==> src/rtl/bk_arith_pkg.sv <==
// Shared types and constants for the multi-word arithmetic engines.
// Limb width, FSM states and the registered limb result bundle.
package bk_arith_pkg;

   localparam int LIMB_W = 32;
   localparam int IDX_W  = 8;

   function automatic int ceil_log2(input int n);
      int r;
      r = 0;
      for (int k = 0; k < 31; k++)
         if ((1 << k) < n) r = k + 1;
      return r;
   endfunction

   typedef enum logic {
      IDLE,
      BUSY
   } state_t;

   typedef struct packed {
      logic [LIMB_W-1:0] sum;
      logic [IDX_W-1:0]  idx;
      logic              last;
      logic              carry;
      logic              ovf;
      logic              zero;
   } limb_result_t;

endpackage

==> src/rtl/bk_multiword_addsub_bk32.sv <==
// Combinational 32-bit Brent-Kung prefix adder (BrentKung32).
// Up-sweep builds power-of-two group terms, down-sweep fills the gaps.
module BrentKung32 (
   input  logic [31:0] a,
   input  logic [31:0] b,
   input  logic        cin,
   output logic [31:0] sum,
   output logic        cout
);

   logic [31:0] p;
   logic [31:0] gg;
   logic [31:0] pp;

   assign p = a ^ b;

   // gg[i] ends as the carry out of bit i, cin folded into bit 0
   always_comb begin
      gg = a & b;
      pp = a ^ b;
      gg[0] = gg[0] | (pp[0] & cin);
      for (int l = 0; l < 5; l++)
         for (int i = 0; i < 32; i++)
            if (((i + 1) % (2 << l)) == 0) begin
               gg[5'(i)] = gg[5'(i)]
                         | (pp[5'(i)] & gg[5'(i - (1 << l))]);
               pp[5'(i)] = pp[5'(i)] & pp[5'(i - (1 << l))];
            end
      for (int l = 3; l >= 0; l--)
         for (int i = 0; i < 32; i++)
            if ((i >= 3 * (1 << l) - 1) &&
                (((i + 1 - (1 << l)) % (2 << l)) == 0))
               gg[5'(i)] = gg[5'(i)]
                         | (pp[5'(i)] & gg[5'(i - (1 << l))]);
   end

   assign sum  = p ^ {gg[30:0], cin};
   assign cout = gg[31];

endmodule

==> src/rtl/bk_multiword_addsub.sv <==
// Multi-precision add/sub: one 32-bit limb per beat, LS limb first,
// carry chained through a register, results behind valid/ready.
module bk_multiword_addsub
   import bk_arith_pkg::*;
#(
   parameter int LIMBS = 4,
   parameter int CNT_W = 8
) (
   input  logic             clk,
   input  logic             rst,
   input  logic             in_valid,
   output logic             in_ready,
   input  logic [31:0]      in_a,
   input  logic [31:0]      in_b,
   input  logic             in_sub,
   input  logic             in_cin,
   output logic             out_valid,
   input  logic             out_ready,
   output logic [31:0]      out_sum,
   output logic [CNT_W-1:0] out_idx,
   output logic             out_last,
   output logic             out_carry,
   output logic             out_ovf,
   output logic             out_zero
);

   state_t           state;
   logic [CNT_W-1:0] cnt;
   logic             carry_q;
   logic             mode_q;
   logic             zacc_q;
   logic             vld_q;
   limb_result_t     res_q;

   logic        accept;
   logic        first;
   logic        sub;
   logic        c0;
   logic        is_last;
   logic        cout;
   logic        sum_zero;
   logic        ovf;
   logic [31:0] op_b;
   logic [31:0] sum;

   assign in_ready = !vld_q || out_ready;
   assign accept   = in_valid && in_ready;
   assign first    = (state == IDLE);
   assign sub      = first ? in_sub : mode_q;
   assign op_b     = in_b ^ {32{sub}};
   assign c0       = first ? (sub | in_cin) : carry_q;
   assign is_last  = (cnt == CNT_W'(LIMBS - 1));

   BrentKung32 u_adder (
      .a    (in_a),
      .b    (op_b),
      .cin  (c0),
      .sum  (sum),
      .cout (cout)
   );

   assign sum_zero = (sum == 32'd0);
   // carry into bit 31 xor carry out of bit 31
   assign ovf = in_a[31] ^ op_b[31] ^ sum[31] ^ cout;

   always_ff @(posedge clk or posedge rst) begin
      if (rst) begin
         state   <= IDLE;
         cnt     <= '0;
         carry_q <= 1'b0;
         mode_q  <= 1'b0;
         zacc_q  <= 1'b1;
         vld_q   <= 1'b0;
         res_q   <= '0;
      end else if (accept) begin
         vld_q       <= 1'b1;
         res_q.sum   <= sum;
         res_q.idx   <= IDX_W'(cnt);
         res_q.last  <= is_last;
         res_q.carry <= cout;
         res_q.ovf   <= is_last && ovf;
         res_q.zero  <= is_last && zacc_q && sum_zero;
         if (first) mode_q <= in_sub;
         if (is_last) begin
            cnt     <= '0;
            carry_q <= 1'b0;
            zacc_q  <= 1'b1;
            state   <= IDLE;
         end else begin
            cnt     <= cnt + 1'b1;
            carry_q <= cout;
            zacc_q  <= zacc_q && sum_zero;
            state   <= BUSY;
         end
      end else if (out_ready) begin
         vld_q <= 1'b0;
      end
   end

   assign out_valid = vld_q;
   assign out_sum   = res_q.sum;
   assign out_idx   = CNT_W'(res_q.idx);
   assign out_last  = res_q.last;
   assign out_carry = res_q.carry;
   assign out_ovf   = res_q.ovf;
   assign out_zero  = res_q.zero;

endmodule

==> config.mk <==
export PLATFORM = sky130hd
export DESIGN_NAME = bk_multiword_addsub
export DESIGN_NICKNAME = d
export VERILOG_FILES = /design/src/rtl/bk_arith_pkg.sv /design/src/rtl/bk_multiword_addsub_bk32.sv /design/src/rtl/bk_multiword_addsub.sv
export SDC_FILE = /design/constraint.sdc
export NUM_CORES = 1
export LEC_CHECK = 0
export ABC_AREA = 0
export CORE_MARGIN = 3
export CORE_UTILIZATION = 42
export CTS_CLUSTER_DIAMETER = 60
export CTS_CLUSTER_SIZE = 40
export DETAILED_ROUTE_END_ITERATION = 8
export GPL_ROUTABILITY_DRIVEN = 1
export GPL_TIMING_DRIVEN = 0
export PLACE_DENSITY = 0.8
export REMOVE_ABC_BUFFERS = 1
export SYNTH_ARGS = -nofsm -noshare
export SYNTH_HDL_FRONTEND = slang
export SYNTH_SLANG_ARGS = --single-unit
==> constraint.sdc <==
create_clock -name clk -period 3.9 [get_ports clk]
set_input_delay 0.39 -clock clk [delete_from_list [all_inputs] [get_ports clk]]
set_output_delay 0.39 -clock clk [all_outputs]
set_load 0.02 [all_outputs]
After elaboration in Yosys (flattened, before gate mapping):

Index checks and enable logic that the tools add are counted.

* output and inout port bits: 46
* word-level logic and storage cells: 104
* register bits after elaboration: 57

* reductions and logical operators: 9
* mux-type cells: 8
* bitwise operators: 73
* $add $sub $neg: 1
* equal/unequal tests: 1

Operator list (count)
* XOR 32 bit: 3
* AND 1 bit: 38
* AND 32 bit: 1
* zero test 32 bit: 1
* OR 1 bit: 28
* adder 8 x 1 -> 8 bit, second input constant: 1
* == test 8 x 2 -> 1 bit, second input constant: 1
* 2-to-1 mux 8 bit: 1
* 2-to-1 mux 1 bit: 7
* logical AND 1 bit: 5
* XOR 1 bit: 3
* nonzero test 2 bit: 1
* zero test 1 bit: 1
* logical OR 1 bit: 1

Longest topological paths before layout:

Gate-level depths: netlist of the first run.

* depth in word-level cells: 21
* depth in mapped cells: 18
* depth with buffers taken out: 18

By module:

A second synthesis of the first run with hierarchy kept.

* cells, all modules: 396
* area total of the unflattened synthesis: 3683.5 um2

By module, submodules not included
* bk_multiword_addsub: area an instance 2636.3 um2, seq. area each 1427.6 um2, cells an instance 286, instances 1
* BrentKung32: area an instance 1047.3 um2, seq. area each 0.0 um2, cells an instance 110, instances 1

Worst setup path before layout of the first run:

OpenSTA, ideal clock, no wires.

* path kind: register to register
* from: register state
* to: register res_q, in the netlist out_zero
* required time: 3.808 ns
* library setup time: 0.092 ns
* setup slack: -0.196 ns
* data arrival time: 4.004 ns
* stages on the path, launching flop included: 19
* period minus slack after synthesis: 4.096 ns
* cell sequence: dfrtp_1 mux2i_1 buf_2 xor2_1 fa_1 fa_1 nand2b_1 a21oi_1 o21ai_0 nand2_1 a21o_1 a21oi_1 fa_1 nand4_1 nor3b_1 nand3_1 nor4_1 nand2_1 o31ai_2

* word-level cells in the longest chain between the ends: 20

Ends and longest elaborated chain
* from (decl): RTL line bk_multiword_addsub.sv:27 `state_t state;`
* from (signal assigned): RTL line bk_multiword_addsub.sv:68 `state <= IDLE;`
* from (signal assigned): RTL line bk_multiword_addsub.sv:88 `state <= IDLE;`
* from (signal assigned): RTL line bk_multiword_addsub.sv:93 `state <= BUSY;`
* 2-to-1 mux 1 bit
* XOR 32 bit or OR 1 bit (tied branches): RTL line bk_multiword_addsub.sv:50, bk_multiword_addsub.sv:51
* XOR 32 bit or 2-to-1 mux 1 bit (tied branches): RTL line bk_multiword_addsub_bk32.sv:20, bk_multiword_addsub.sv:51
* AND 1 bit: RTL line bk_multiword_addsub_bk32.sv:21 `gg[0] = gg[0] | (pp[0] & cin);`
* OR 1 bit: RTL line bk_multiword_addsub_bk32.sv:21
* AND 1 bit: RTL line bk_multiword_addsub_bk32.sv:26 `| (pp[5'(i)] & gg[5'(i - (1 << l))]);`
* OR 1 bit: RTL line bk_multiword_addsub_bk32.sv:26
* AND 1 bit: RTL line bk_multiword_addsub_bk32.sv:26
* (+4 left out)
* OR 1 bit: RTL line bk_multiword_addsub_bk32.sv:34 `| (pp[5'(i)] & gg[5'(i - (1 << l))]);`
* AND 1 bit: RTL line bk_multiword_addsub_bk32.sv:34
* OR 1 bit: RTL line bk_multiword_addsub_bk32.sv:34
* AND 1 bit: RTL line bk_multiword_addsub_bk32.sv:34
* OR 1 bit: RTL line bk_multiword_addsub_bk32.sv:34
* XOR 32 bit *: RTL line bk_multiword_addsub_bk32.sv:37 `assign sum = p ^ {gg[30:0], cin};`
* zero test 32 bit *: RTL line bk_multiword_addsub.sv:62 `assign sum_zero = (sum == 32'd0);`
* logical AND 1 bit *: RTL line bk_multiword_addsub.sv:82 `res_q.zero <= is_last && zacc_q && sum_zero;`
* to (decl): RTL line bk_multiword_addsub.sv:33 `limb_result_t res_q;`

Mark *: on every way between the ends. The rest lies on a longest branch, timed or not.
A chain may end at the register's enable or synchronous reset.

Final worst setup path of the first run:

Same ends and word-level chain as after synthesis.

==> summary.md, run 1 <==
| Metric | Value |
|---|---|
| Status | completed |
| GRT overflow | 0 |
| Die area | between 9000 and 10000 um2 |
| Setup TNS Final | 0 ps |
| Most numerous cell in the Yosys netlist | nand2_1 |
| Area fraction of the dominant cell type after synthesis | 39.4% |
| Non-filler cells, final | around 600 |
| Critical path destination | out_zero |
| Fmax | 0.258 GHz |
| RSZ-0062 raised after global routing | true |
| Antenna-violating nets left | 0 |
| CP Launch Point | state |
| Final period utilization | between 90 and 100% |
| Port bufs | about 120 |
| Type of element capturing the critical path | register |
| Final wirelength | 8.98 mm |
| CTS tree | built |
| Total Power | 4.11 mW |
| Share of cells above drive strength 1 | a little under a tenth |
| Mapped Area | 3560 um2 |
| CTS sink count | between 50 and 60 |
| DRT iter0 DRCs | 116 |
| Cell taking the most area after synthesis | dfrtp_1 |
| Worst slew margin | between 40% and 50% |
| Clock Skew | ~5.3 ps |
| Post-route cell area | 5200 um2 |
| CTS Buf Count | 9 |
| Core ar. | between 7000 and 8000 um2 |
| Worst-Skew Late Latency | 330 ps |
| Syn Inst Count | between 300 and 400 |
| Tightest Pin Transition | 801 ps |
| Layout filler cell count | 653 |
| Avg Vias per Cell | 5.01 |
| Crit path DAT | 4120 ps |
| Hold Path Class | input port to asynchronous set/reset pin |
| Slew Limit Fails | 0 |
| Final setup vio count | 0 |
| Most used DFF post-synth | dfrtp_1 |
| Gpl congestion | approximately 0.91 |
| Pwr dens | just under 800 nW/um2 |
| Synthesized flop and latch total | 57 |
| Placed Cells | around 580 |
| Top Ports | about 120 |
| Crit path kind | register to register |
| FF-to-FF Start | state |
| Post-layout minimum cycle time | 3880 ps |
| Ys Warns | 0 |
| CP startpoint kind | register |
| Synth Area per Inst | ~9.6 um2 |
| Hpwl dp | 7.18 mm |
| Place WS | -954 ps |
| Die X | a little under 100 um |
| Register area share after synthesis | between 40% and 50% |
| DP Area | slightly below 5000 um2 |
| CTS clk-pin slew, worst paths | roughly 60 ps |
| Flop-to-flop setup slack | 20 ps |
| CTS root buf | clkbuf_8 |
| Crit Path Max Fanout | 2 |
| Setup WS post-layout | ~18 ps |
| VDD IR-drop max | 0.438 mV |
| Post-synth EDFFs | 0 |
| First-pass iteration count of the detailed router | 4 |
| Asr flop ratio synth | 100% |
| First-pass GRT wire length | 14.9 mm |
| RR Endpoint | out_zero |
| Synth unique cells | 35 |
| Cells on worst reg2reg path | 18 |
| Final Hold Vio Count | 0 |
| Routed wire per std cell | between 10 and 15 um |
| Hold-fix buffers at CTS | 0 |
| Global-route usage over all layers | between 10% and 20% |
| Core Rows | 32 |
| Initial core utilization | about 45% |
| Ant. Diodes | 0 |
| Synth top cells by count | 81 x nand2_1, 56 x dfrtp_1, 50 x xnor2_1 |
| Vias in the first global route | 3277 |
| Vias | between 3k and 4k |
| Clk buf depth | 2 |
| Die height | ~98 um |
| Antenna violations before repair | 0 |
| Area grow syn2layout | 46.3% |
| Synth area leaders | dfrtp_1 39%, xnor2_1 12%, ha_1 11% |
| # H-tree levels | 3 |
| Max Cap Viol | 0 |
| DRC | 0 |
| P_leak | roughly 2.3 nW |
| Crit path required time | 4140 ps |
| Largest net degree at the start of global routing | 54 |
| Layout Nets | 605 |
[power by group]
group | internal, mW | total [mW] | switching, mW
clock | 0.262 | 0.487 | 0.225
combinational | 1.29 | 2.63 | 1.35
sequential | 0.820 | 0.985 | 0.165
[critical path: stages (launching register included)]
cell      delay, ps
dfrtp_2         430
mux2i_4         200
buf_12          140
xor2_2          140
fa_2            360
fa_2            370
nand2b_4        170
a21oi_4         150
o21ai_1          80
nand2_1         100
a21o_1          140
a21oi_2          60
fa_1            540
nand4_1         120
nor3b_2         170
nand3_1         130
nor4_2          150
nand2_1         120
o31ai_2         200
[sequential cells by signal, summed over array words and instances (netlist names)]
register / flops
out_last: 1
out_valid: 1
out_sum: 32
out_idx: 8
carry_q: 1
mode_q: 1
cnt: 8
zacc_q: 1
out_zero: 1
out_carry: 1
out_ovf: 1
state: 1
[cell families after synthesis]
logic type | count (synthesis) | synth area share (%)
XOR/XNOR | 61 | 15.0
buffers and inverters | 29 | 3.20
adder cells (fa/ha/maj) | 40 | 16.0
AO/OA/AOI/OAI | 59 | 9.50
AND/OR/NAND/NOR | 121 | 15.6
flip-flops | 57 | 40.1
multiplexers | 2 | 0.598
[routing by layer]
layer  wire length (um)  track usage [%]  vias up
li1                   -                -     1482
met1               3670             22.4     1419
met2               4490             33.6      100
met3                645             7.14       14
met4                170             6.39        0
met5                  0                0        -
[area by class of cell]
cell class,instances,area [um2],area share [%]
well taps,102,128,2.45
repair buffers,128,1330,25.5
multi-input cells,283,2090,40.1
clock buffers,13,159,3.05
flip-flops and latches,57,1430,27.5
inverters,16,60.1,1.15
clock inverters,3,15.0,0.289
[metrics by stage]
step | utilization, % | hold WS, ps
after floorplan | - | 450
after global placement | 60.0 | 452
after detailed placement | 61.3 | 465
after CTS | 64.6 | 386
after global routing | 65.3 | 417
final | 65.3 | 386
[repair_timing]
action / in CTS / in global routing
pin swaps: 2 / 2
endpoints found under the hold margin: 0 / 0
resized for setup: 15 / 5
endpoints found under the setup margin: 2 / 2
buffers inserted: 4 / 5
[worst min-delay path by stage]
| stage | start | cells past startpoint | slack, ps | end |
|---|---|---|---|---|
| finish | rst | 2 | 390 | out_sum[27] |
| global route | rst | 2 | 420 | out_sum[27] |
| CTS | rst | 2 | 390 | out_sum[27] |
| detailed placement | out_idx[5] | 2 | 460 | out_idx[5] |
| global placement | out_ovf | 2 | 450 | out_ovf |
| floorplan | mode_q | 2 | 450 | mode_q |
[cells in the final DEF, fill, tap and decap left out, types with 4 or more instances in the layout]
cell type        instances
a211oi_1                 5
a21oi_1                  5
buf_4                    8
clkbuf_8                11
clkdlybuf4s50_1        114
dfrtp_1                 55
fa_1                     7
ha_1                    31
inv_1                   15
nand2_1                 80
nand2b_1                 4
nand3_1                  4
nand4_1                  9
nor2_1                   8
o21ai_0                 34
xnor2_1                 49
xor2_1                  10
Note: power is estimated with default switching activity, not from simulation.
==> run 2, diff against run 1 <==
ABC_CLOCK_PERIOD_IN_PS = 3900   (was unset)
==> results of run 2 <==
The final DEF is identical to that of run 1; final timing and power are the same.
